[config.mk]
export PLATFORM = sky130hd
export DESIGN_NAME = alarm_ring_ctrl
export DESIGN_NICKNAME = d
export VERILOG_FILES = /design/src/rtl/alarm_ring_ctrl.sv
export SDC_FILE = /design/constraint.sdc
export NUM_CORES = 1
export LEC_CHECK = 0
export ABC_AREA = 1
export BUFFER_PORTS_ARGS = -buffer_cell sky130_fd_sc_hd__buf_2
export CAP_MARGIN = 20
export CELL_PAD_IN_SITES_DETAIL_PLACEMENT = 1
export CELL_PAD_IN_SITES_GLOBAL_PLACEMENT = 1
export CORE_MARGIN = 2
export CORE_UTILIZATION = 34
export DETAILED_ROUTE_END_ITERATION = 12
export GPL_TIMING_DRIVEN = 0
export PLACE_DENSITY_LB_ADDON = 0.1
export SLEW_MARGIN = 20
export SYNTH_ARGS = -nofsm -noshare
export SYNTH_HDL_FRONTEND = slang
export SYNTH_SLANG_ARGS = --single-unit
[constraint.sdc]
create_clock -name clk -period 2 [get_ports clk]
set_input_delay 0.3 -clock clk [delete_from_list [all_inputs] [get_ports clk]]
set_output_delay 0.3 -clock clk [all_outputs]
set_load 0.1 [all_outputs]
[src/rtl/alarm_ring_ctrl.sv]
// rtl/alarm_ring_ctrl.sv - alarm match detection, ring/snooze/stop sequencing and buzzer drive
//
// Purpose:
//   Watches the timekeeping counter against the programmed alarm time. On the
//   rising edge of a match it rings the buzzer (1 s on / 1 s off) for
//   RING_SECS seconds, supports up to MAX_SNOOZE snoozes of SNOOZE_MIN
//   minutes each, and can be stopped or disarmed at any point.
//
// Ports:
//   clk          system clock
//   rst          asynchronous, active-low reset
//   sec_tick     one-clk pulse per second
//   alarm_en     alarm armed (level)
//   hr, min      current time
//   al_hr/al_min programmed alarm time
//   snooze_btn   snooze button (level, debounced, synchronous)
//   stop_btn     stop button (level, debounced, synchronous)
//   buzzer       buzzer drive, registered
//   ringing      high while in RING
//   snoozing     high while in SNOOZE
//   snooze_cnt   snoozes used in the current alarm event
//   timed_out    one-clk pulse when a ring session ends by timeout

module alarm_ring_ctrl #(
  parameter int unsigned RING_SECS  = 60,
  parameter int unsigned SNOOZE_MIN = 9,
  parameter int unsigned MAX_SNOOZE = 3
) (
  input  logic       clk,
  input  logic       rst,
  input  logic       sec_tick,
  input  logic       alarm_en,
  input  logic [7:0] hr,
  input  logic [7:0] min,
  input  logic [7:0] al_hr,
  input  logic [7:0] al_min,
  input  logic       snooze_btn,
  input  logic       stop_btn,
  output logic       buzzer,
  output logic       ringing,
  output logic       snoozing,
  output logic [3:0] snooze_cnt,
  output logic       timed_out
);

  localparam logic [7:0]  RING_LAST = 8'(RING_SECS - 1);
  localparam logic [15:0] SNZ_LAST  = 16'(SNOOZE_MIN * 60 - 1);
  localparam logic [3:0]  SNZ_MAX   = 4'(MAX_SNOOZE);

  typedef enum logic [1:0] {
    ST_IDLE   = 2'd0,
    ST_RING   = 2'd1,
    ST_SNOOZE = 2'd2
  } state_t;

  state_t      state_q, state_d;
  logic        match_q;
  logic        snooze_q;
  logic        stop_q;
  logic        beep_q, beep_d;
  logic [7:0]  ring_cnt_q, ring_cnt_d;
  logic [15:0] snz_cnt_q, snz_cnt_d;
  logic [3:0]  snooze_cnt_q, snooze_cnt_d;
  logic        timed_out_q, timed_out_d;
  logic        buzzer_q;

  logic match;
  logic match_rise;
  logic snz_rise;
  logic stop_rise;
  logic snz_ok;

  assign match      = alarm_en & (hr == al_hr) & (min == al_min);
  assign match_rise = match & ~match_q;
  assign snz_rise   = snooze_btn & ~snooze_q;
  assign stop_rise  = stop_btn & ~stop_q;

  // A snooze request once the limit is reached is treated as no request at
  // all, so a coincident sec_tick is still counted.
  assign snz_ok = snz_rise & (snooze_cnt_q < SNZ_MAX);

  always_ff @(posedge clk or negedge rst) begin
    if (!rst) begin
      state_q      <= ST_IDLE;
      match_q      <= 1'b0;
      snooze_q     <= 1'b0;
      stop_q       <= 1'b0;
      beep_q       <= 1'b0;
      ring_cnt_q   <= 8'd0;
      snz_cnt_q    <= 16'd0;
      snooze_cnt_q <= 4'd0;
      timed_out_q  <= 1'b0;
      buzzer_q     <= 1'b0;
    end else begin
      state_q      <= state_d;
      match_q      <= match;
      snooze_q     <= snooze_btn;
      stop_q       <= stop_btn;
      beep_q       <= beep_d;
      ring_cnt_q   <= ring_cnt_d;
      snz_cnt_q    <= snz_cnt_d;
      snooze_cnt_q <= snooze_cnt_d;
      timed_out_q  <= timed_out_d;
      // Built from next-state so the buzzer lines up with ringing.
      buzzer_q     <= (state_d == ST_RING) & beep_d;
    end
  end

  always_comb begin
    state_d      = state_q;
    beep_d       = beep_q;
    ring_cnt_d   = ring_cnt_q;
    snz_cnt_d    = snz_cnt_q;
    snooze_cnt_d = snooze_cnt_q;
    timed_out_d  = 1'b0;

    if ((state_q != ST_IDLE) && !alarm_en) begin
      // Disarming overrides everything else in an active alarm event.
      state_d      = ST_IDLE;
      snooze_cnt_d = 4'd0;
    end else begin
      case (state_q)
        ST_IDLE: begin
          if (match_rise) begin
            state_d      = ST_RING;
            ring_cnt_d   = 8'd0;
            beep_d       = 1'b1;
            snooze_cnt_d = 4'd0;
          end
        end

        ST_RING: begin
          // Button edges win over a coincident tick; the tick is dropped.
          if (stop_rise) begin
            state_d      = ST_IDLE;
            snooze_cnt_d = 4'd0;
          end else if (snz_ok) begin
            state_d      = ST_SNOOZE;
            snooze_cnt_d = snooze_cnt_q + 4'd1;
            snz_cnt_d    = 16'd0;
          end else if (sec_tick) begin
            if (ring_cnt_q == RING_LAST) begin
              state_d      = ST_IDLE;
              timed_out_d  = 1'b1;
              snooze_cnt_d = 4'd0;
            end else begin
              ring_cnt_d = ring_cnt_q + 8'd1;
              beep_d     = ~beep_q;
            end
          end
        end

        ST_SNOOZE: begin
          if (stop_rise) begin
            state_d      = ST_IDLE;
            snooze_cnt_d = 4'd0;
          end else if (sec_tick) begin
            if (snz_cnt_q == SNZ_LAST) begin
              // Re-ring keeps snooze_cnt so the limit spans the whole event.
              state_d    = ST_RING;
              ring_cnt_d = 8'd0;
              beep_d     = 1'b1;
            end else begin
              snz_cnt_d = snz_cnt_q + 16'd1;
            end
          end
        end

        default: begin
          state_d      = ST_IDLE;
          snooze_cnt_d = 4'd0;
        end
      endcase
    end
  end

  assign buzzer     = buzzer_q;
  assign ringing    = (state_q == ST_RING);
  assign snoozing   = (state_q == ST_SNOOZE);
  assign snooze_cnt = snooze_cnt_q;
  assign timed_out  = timed_out_q;

endmodule

* Word-level counts from Yosys, hierarchy flattened
Cells that the tools add are included.
** Word-level totals
- Register bits after elaboration :: 36
- Bits of input ports :: 38
** Operators by class
- Add/subtract/negate cells :: 3
- $lt $le $gt $ge :: 1
- Equal/unequal tests :: 21
- Multiplexer cells :: 49
- Bitwise logic cells :: 12
- Reductions and logical operators :: 9
** Operator list (count)
- $mux W16 :: 5
- $mux W8 :: 8
- $pmux W16 S2 :: 1
- $mux W4 :: 7
- $pmux W8 S3 :: 1
- $mux W2 :: 9
- $add A16 B1 Y16 const B :: 1
- $eq A16 B10 Y1 const B :: 1
- $eq A8 B8 Y1 :: 2
- $ne A2 B2 Y1 const B :: 8
- $mux W1 :: 15
- $pmux W4 S3 :: 1
- $reduce_and A10 Y1 :: 1
- $add A8 B1 Y8 const B :: 1
- $eq A8 B6 Y1 const B :: 1
- $and A1 B1 Y1 :: 7
- $reduce_and A7 Y1 :: 1
- $pmux W2 S3 :: 1
- $ne A5 B1 Y1 const B :: 1
- $ne A5 B2 Y1 const B :: 1
- $not A1 Y1 :: 5
- $add A4 B1 Y4 const B :: 1
- $eq A2 B1 Y1 const B :: 2
- $lt A4 B2 Y1 const B :: 1
- other kinds (11) :: 13

* Longest topological paths before layout
Gate-level depths: netlist of the first run.
- Depth in word-level cells :: 9
- Gate-level depth with buffers :: 13
- Depth with buffers taken out :: 13

* Least setup slack after synthesis of the first run
OpenSTA, ideal clock, no wires.
- Path kind :: register to register
- Start point :: register state_q[1]
- End point :: register ring_cnt_q[0]
- Setup time :: 0.074 ns
- Arrival :: 2.332 ns
- Setup slack :: -0.405 ns
- Cell stages (with the launch flop) :: 13
- Period minus slack after synthesis :: 2.405 ns
- Path through :: dfrtp_1 -> inv_1 -> ha_1 -> buf_6 -> o21ai_0 -> o21ai_1 -> nor2_1 -> o21ai_1 -> a21oi_2 -> nand2_2 -> buf_6 -> nand2_2 -> o21ai_2
** Between the ends
- Elaborated cells between the ends (all ways) :: 17
- Those cells by class :: eq/ne: 10; mux: 1; bitwise: 1; reduce/logical: 5
** RTL lines
- from (decl) :: line 56 : state_t state_q, state_d;
- from (signal assigned) :: line 95 : state_q <= state_d;
- $eq A2 B1 Y1 *
- via ringing :: line 40 : output logic ringing,
- $ne A2 B2 Y1 (no line) / $reduce_bool A3 Y1 (equally long branches)
- $reduce_and A10 Y1 (no line)
- to (signal assigned) :: line 100 : ring_cnt_q <= ring_cnt_d;
- to (decl) :: line 61 : logic [7:0] ring_cnt_q, ring_cnt_d;
Mark *: on every way through the listed nets, which the timed path passes. The rest lies on a longest branch.
A chain may end at the register's enable or synchronous reset.

* Final worst setup path of the first run
- Start point :: register state_q[1]
- End point :: register snz_cnt_q[1]
** Between the ends
- Word-level cells in the longest chain between the ends :: 4
- Elaborated cells between the ends (all ways) :: 13
- Those cells by class :: eq/ne: 7; mux: 1; bitwise: 1; reduce/logical: 4
** RTL lines
- parallel branches: the longest is 4 deep, another holds $reduce_and A7 Y1
- to (signal assigned) :: line 101 : snz_cnt_q <= snz_cnt_d;
- to (decl) :: line 62 : logic [15:0] snz_cnt_q, snz_cnt_d;
Parallel ways; which one is timed is not known.

==> results of run 1 <==
[power groups by stage]
| stage | Combinational, µW | Clock, µW | Sequential (µW) |
|---|---|---|---|
| finish | 1730 | 722 | 1050 |
| global route | 1930 | 780 | 1080 |
| CTS | 1590 | 747 | 1050 |
| detailed placement | 1560 | 0 | 1060 |
| global placement | 1510 | 0 | 1060 |
| floorplan | 1140 | 0 | 1030 |
[critical path, cell delays in order (launching register included)]
cell	delay [ns]
dfrtp_1	0.43
inv_2	0.10
ha_4	0.19
nor2_2	0.23
clkinv_2	0.17
nand2_1	0.10
a211oi_2	0.05
nand2_2	0.13
inv_4	0.08
buf_6	0.15
nand3_1	0.07
o21ai_1	0.07
[final cells by class]
cell class                      instances  area (µm²)
Sequential cell                        36         906
Fill cell                            1110        4700
Clock buffer                            7        96.3
Multi-Input combinational cell        319        1710
Buffer                                  4        35.0
Tap cell                              105         131
Clock inverter                          1        30.0
Timing Repair Buffer                   57         328
Inverter                               74         284
[per-stage QoR]
step / utilization, % / hold WS [ns]
detailed placement: 39.7 / 0.429
global route: 42.8 / 0.116
floorplan: - / 0.00441
global placement: 39.7 / 0.424
CTS: 41.7 / 0.122
finish: 42.8 / 0.110
[cell families after synthesis]
family          count (synthesis)  synth area share, %
buf+inv                        79                 11.5
flops                          36                 31.3
compound gates                 34                 7.75
xor+xnor                       10                 3.05
fa+ha+maj                       7                 3.05
simple gates                  268                 43.3
[final timing paths]
path                                              to  cells past startpoint
setup / recovery            snz_cnt_q[1]$_DFFE_PN0P_                     11
hold / removal             ring_cnt_q[2]$_DFFE_PN0P_                      1
setup reg to reg            snz_cnt_q[1]$_DFFE_PN0P_                     11
hold reg to reg            snooze_cnt[2]$_DFFE_PN0P_                      2
max in group asynchronous  snooze_cnt[3]$_DFFE_PN0P_                      1
min in group clk                  snooze_q$_DFF_PN0_                      1
[metal layers]
layer,global-route usage [%],up-vias
li1,-,1522
met3,3.45,7
met2,34.1,47
met1,25.2,1468
met5,0,-
met4,4.52,0
[cell usage after synthesis, drive strengths merged]
master  instances  share of area [%]
and2            2               0.44
xor2            9                2.7
o21ai          27                5.7
buf             5                1.6
nand3          31                5.4
nand2         127                 17
a21oi           3               0.78
nor4           10                2.8
dfrtp          36                 31
nor2           51                6.9
or2             6                1.3
clkinv          1               0.17
nand3b          3               0.78
a211oi          1               0.44
ha              7                3.0
inv            73                9.7
o31ai           2               0.52
a21o            1               0.26
xnor2           1               0.30
nand4          26                5.9
nor3           11                2.7
and3            1               0.22
[repair_timing]
action                                  4_1_cts  5_1_grt
pin swaps                                     0        3
hold endpoints to repair                      0        0
setup buffers                                 3        9
gates resized for setup                       4        9
endpoints found under the setup margin       25       27
[sequential cells by signal, summed over array words and instances, names as in the netlist, 2 cells and up]
signal and count:
snz_cnt_q 16, ring_cnt_q 8, snooze_cnt 4, state_q 2
[layout by cell type, fill, tap and decap left out, types with 7 or more instances in the layout]
cell / Yosys / final
buf_2: 1 / 46
buf_4: 1 / 12
clkbuf_8: 0 / 7
dfrtp_1: 36 / 32
inv_1: 64 / 62
inv_2: 7 / 9
nand2_1: 123 / 123
nand3_1: 31 / 31
nand4_1: 25 / 25
nor2_1: 48 / 45
nor3_1: 8 / 8
nor4_1: 7 / 7
o21ai_1: 16 / 16
o21ai_2: 8 / 9
xor2_1: 9 / 9
==> impl_metrics.toml, run 1 <==
[worst_setup_path]
crit_path_start_kind = "flip-flop"
worst_ep_arrival_time_ns = 2.06
cp_max_fo = 10
crit_required_ns = 2.19
timing.reg2reg.setup_slack_ns = 0.12
r2r-start = "state_q[1]$_DFF_PN0_"
crit_start = "state_q[1]$_DFF_PN0_"
path_class = "reg2reg"
critPathCaptureType = "flip-flop"

[synth]
syn-cell-area_mm2 = 0.00288
yosysUniqueCellTypes = 36
ys_ff_latch = 36
syn_avg_cell_area_um2 = 6.63
syn_nets = 479
yosys_warnings = 0
synth_cells = 434
seq_area_frac_synth_pct = 31.3

[sta]
worst_pin_slew_ns = 0.862
fin_crit_ns = 1.88
period_share_pct = 93.8
max_freq_mhz = 533
skew_ns = 0.0125
maxSlewHeadroom_pct = 42.5
finalSetupViolCount = 0
finalHoldViolCount = 0
fin_ws_ns = 0.124
slew_violations = 0
tns_ns = 0

[drt]
routed_wl_um = 8510
wl_met3_um = 295
antenna_left = 0
drc_errors = 0
firstDrtPassIters = 4
vias = 3044
vias_per_cell = 5.05
routedWlPerCell_um = 14.1
drt_iter0_drc = 111
wl_met1_um = 4030
highest_layer = "met4"
wl_met2_um = 4120

[floorplanning]
die_w_um = 96.0
ios = 46
dieArea_mm2 = 0.00921
core-area_mm2 = 0.00822
start_util_pct = 35.0
die_y_um = 96.0
rows = 33

[clock_network]
hold_buffers = 0
cts_buffer_depth = 2
cts_tree = "built"
clk_pin_slew_ns = 0.08
clock_sinks = 36
cts_root_buffer = "clkbuf_8"
cts_buffers = 5
htreeDepth = 2
clkLatencyLatePin_ns = 0.30

[grt]
grt_pass1_wl_um = 14300
grt_use_total_pct = 19.6
grt_max_degree = 37
grt_pass1_vias = 3063
grt-ovfl-total = 0
grt_antenna_before_repair = 0

[power]
peakVddDrop_uv = 442
powerDensity_mw_per_mm2 = 997
p_seq_share_pct = 30.0
p_int_uw = 1910
p_leak_uw = 0.00181
switching_power_uw = 1590
clkPwrFrac_pct = 20.6
p_comb_share_pct = 49.4
p_total_uw = 3500
sw_frac_of_total_pct = 45.4

[placement]
place_area_mm2 = 0.00326
port_buffers = 45
dpl.hpwl_um = 6690
gp_congestion = 0.802
post-place-ws_ns = -0.173
dp_cells = 584

[cells_and_area]
num_antenna_cells = 0
drive_above_1_share_pct = 24.9
syn2layout_area_growth_pct = 22.3
stdcell_count = 603
layout.nets = 542
fin_area_mm2 = 0.00352

[hold_path]
hp-class = "in2async"

[run_status]
outcome = "complete, no violations"

[run]
max_cap_violations = 0
(Power assumes the default switching activity.)
==> inputs of run 2 (changes only) <==
--- a/config.mk
+++ b/config.mk
@@ -10,7 +10,7 @@
 export CAP_MARGIN = 20
 export CELL_PAD_IN_SITES_DETAIL_PLACEMENT = 1
 export CELL_PAD_IN_SITES_GLOBAL_PLACEMENT = 1
-export CORE_MARGIN = 2
+export CORE_MARGIN = 5
 export CORE_UTILIZATION = 34
 export DETAILED_ROUTE_END_ITERATION = 12
 export GPL_TIMING_DRIVEN = 0
==> impl_metrics.toml, run 2 (synthesized netlist as in run 1, its figures left out) <==
[grt]
grt_pass1_vias = 3093
grt_use_total_pct = 17.1
grt_max_degree = 37
grt_pass1_wl_um = 14500
grt-ovfl-total = 0
use_met3_pct = 2.73
busiest_layer = "met2"
met1_usage_pct = 22.9
met2_usage_pct = 29.3
grt_antenna_before_repair = 0

[drt]
routedWlPerCell_um = 14.0
vias = 2984
routed_wl_um = 8430
drc_errors = 0
antenna_left = 0
firstDrtPassIters = 4
drt_iter0_drc = 89
vias_per_cell = 4.97

[floorplanning]
die_w_um = 102
die_y_um = 102
rows = 33
dieArea_mm2 = 0.0104
core-area_mm2 = 0.00822
ios = 46
start_util_pct = 35.0

[cells_and_area]
fillers = 1105
seq_area_um2 = 906
stdcell_count = 600
final_cell_mix = "nand2_1 (123), inv_1 (62), buf_2 (46)"
largest_register_ffs = 16
layout.nets = 539
top_register = "snz_cnt_q"
syn2layout_area_growth_pct = 19.7
num_antenna_cells = 0
final_common_cell = "nand2_1"
multi_input_area_mm2 = 0.00169
fin_area_mm2 = 0.00344
fin_util_pct = 41.9
drive_above_1_share_pct = 24.0

[worst_setup_path]
rr_worst_depth = 9
r2r-start = "state_q[1]$_DFF_PN0_"
path_class = "reg2reg"
crit_path_start_kind = "flip-flop"
timing.reg2reg.setup_slack_ns = 0.16
crit_required_ns = 2.17
cp_max_fo = 10
worst_ep_arrival_time_ns = 2.01
critPathCaptureType = "flip-flop"
worstReg2RegEnd = "snz_cnt_q[11]$_DFFE_PN0P_"

[clock_network]
clock_sinks = 36
cts_buffers = 5
htreeDepth = 2
clk_pin_slew_ns = 0.08
cts_tree = "built"
clkLatencyLatePin_ns = 0.30
cts_root_buffer = "clkbuf_8"
cts_buffer_depth = 2
hold_buffers = 0

[placement]
post-place-ws_ns = -0.167
port_buffers = 45
gp_congestion = 0.843
place_area_mm2 = 0.00326
dpl.hpwl_um = 6760
dp_cells = 584

[run_status]
outcome = "complete, no violations"

[sta]
slew_violations = 0
period_share_pct = 92.2
finalSetupViolCount = 0
fin_crit_ns = 1.84
finalHoldViolCount = 0
skew_ns = 0.0187
worst_pin_slew_ns = 0.851
fin_ws_ns = 0.155
maxSlewHeadroom_pct = 43.3
max_freq_mhz = 542

[power]
clkPwrFrac_pct = 17.0
switching_power_uw = 1580
peakVddDrop_uv = 389
p_comb_share_pct = 51.4
p_total_uw = 3310
powerDensity_mw_per_mm2 = 961
sw_frac_of_total_pct = 47.8
p_int_uw = 1730
p_leak_uw = 0.00177
p_seq_share_pct = 31.6

[hold_path]
hp-class = "in2async"

[run]
max_cap_violations = 0
-- run 2: per-layer routing --
layer | wire length (µm) | vias up
met4 | 68 | 0
met2 | 4050 | 35
met5 | 0 | -
met3 | 252 | 6
met1 | 4060 | 1426
li1 | - | 1517
-- run 2: power by group through the flow --
stage          logic (µW)  clock network [µW]  registers (µW)
5_1_grt              1880                 614            1070
6_report             1700                 563            1050
3_5_place_dp         1540                   0            1060
3_3_place_gp         1510                   0            1050
2_1_floorplan        1140                   0            1030
4_1_cts              1590                 584            1040
-- run 2: metrics by stage --
step / hold slack [ns] / setup TNS, ns
after floorplan: 0.00441 / 0
after global placement: 0.424 / -2.53
after detailed placement: 0.440 / -3.02
after CTS: 0.132 / 0
after global routing: 0.132 / -0.0248
final: 0.103 / 0
-- run 2: how the worst max path moves through the flow --
stage / depth (start not counted) / slack [ns] / to / start
final: 9 / 0.16 / snz_cnt_q[11]$_DFFE_PN0P_ / state_q[1]$_DFF_PN0_
after global routing: 13 / -0.02 / snooze_cnt[2]$_DFFE_PN0P_ / state_q[1]$_DFF_PN0_
after CTS: 8 / 0.006 / snz_cnt_q[11]$_DFFE_PN0P_ / snooze_cnt[0]$_DFFE_PN0P_
after detailed placement: 12 / -0.17 / ring_cnt_q[0]$_DFFE_PN0P_ / state_q[1]$_DFF_PN0_
after global placement: 11 / -0.15 / snz_cnt_q[13]$_DFFE_PN0P_ / state_q[1]$_DFF_PN0_
after floorplan: 8 / 0.05 / snz_cnt_q[13]$_DFFE_PN0P_ / snooze_cnt[2]$_DFFE_PN0P_
-- run 2: area by class of cell --
| cell class | instances | area share [%] |
|---|---|---|
| tap | 105 | 3.82 |
| inverter | 74 | 8.33 |
| multi-input combinational | 319 | 49.2 |
| timing repair buffer | 53 | 8.29 |
| sequential | 36 | 26.3 |
| clock inverter | 1 | 0.218 |
| buffer | 5 | 1.35 |
| clock buffer | 7 | 2.51 |
-- run 2: critical path, cell delays in order (launching register included) --
cell and delay (ns):
dfrtp_1 0.41, buf_4 0.17, ha_4 0.19, o21ai_0 0.16
o21ai_1 0.12, a211oi_2 0.17, nand2_2 0.11, inv_4 0.12
buf_4 0.20, o21ai_1 0.07
-- run 2: timing repair --
action                     4_1_cts  5_1_grt
resized for setup                4        6
pin swaps                        1        1
setup endpoints to repair       24       26
setup buffers                    1        7
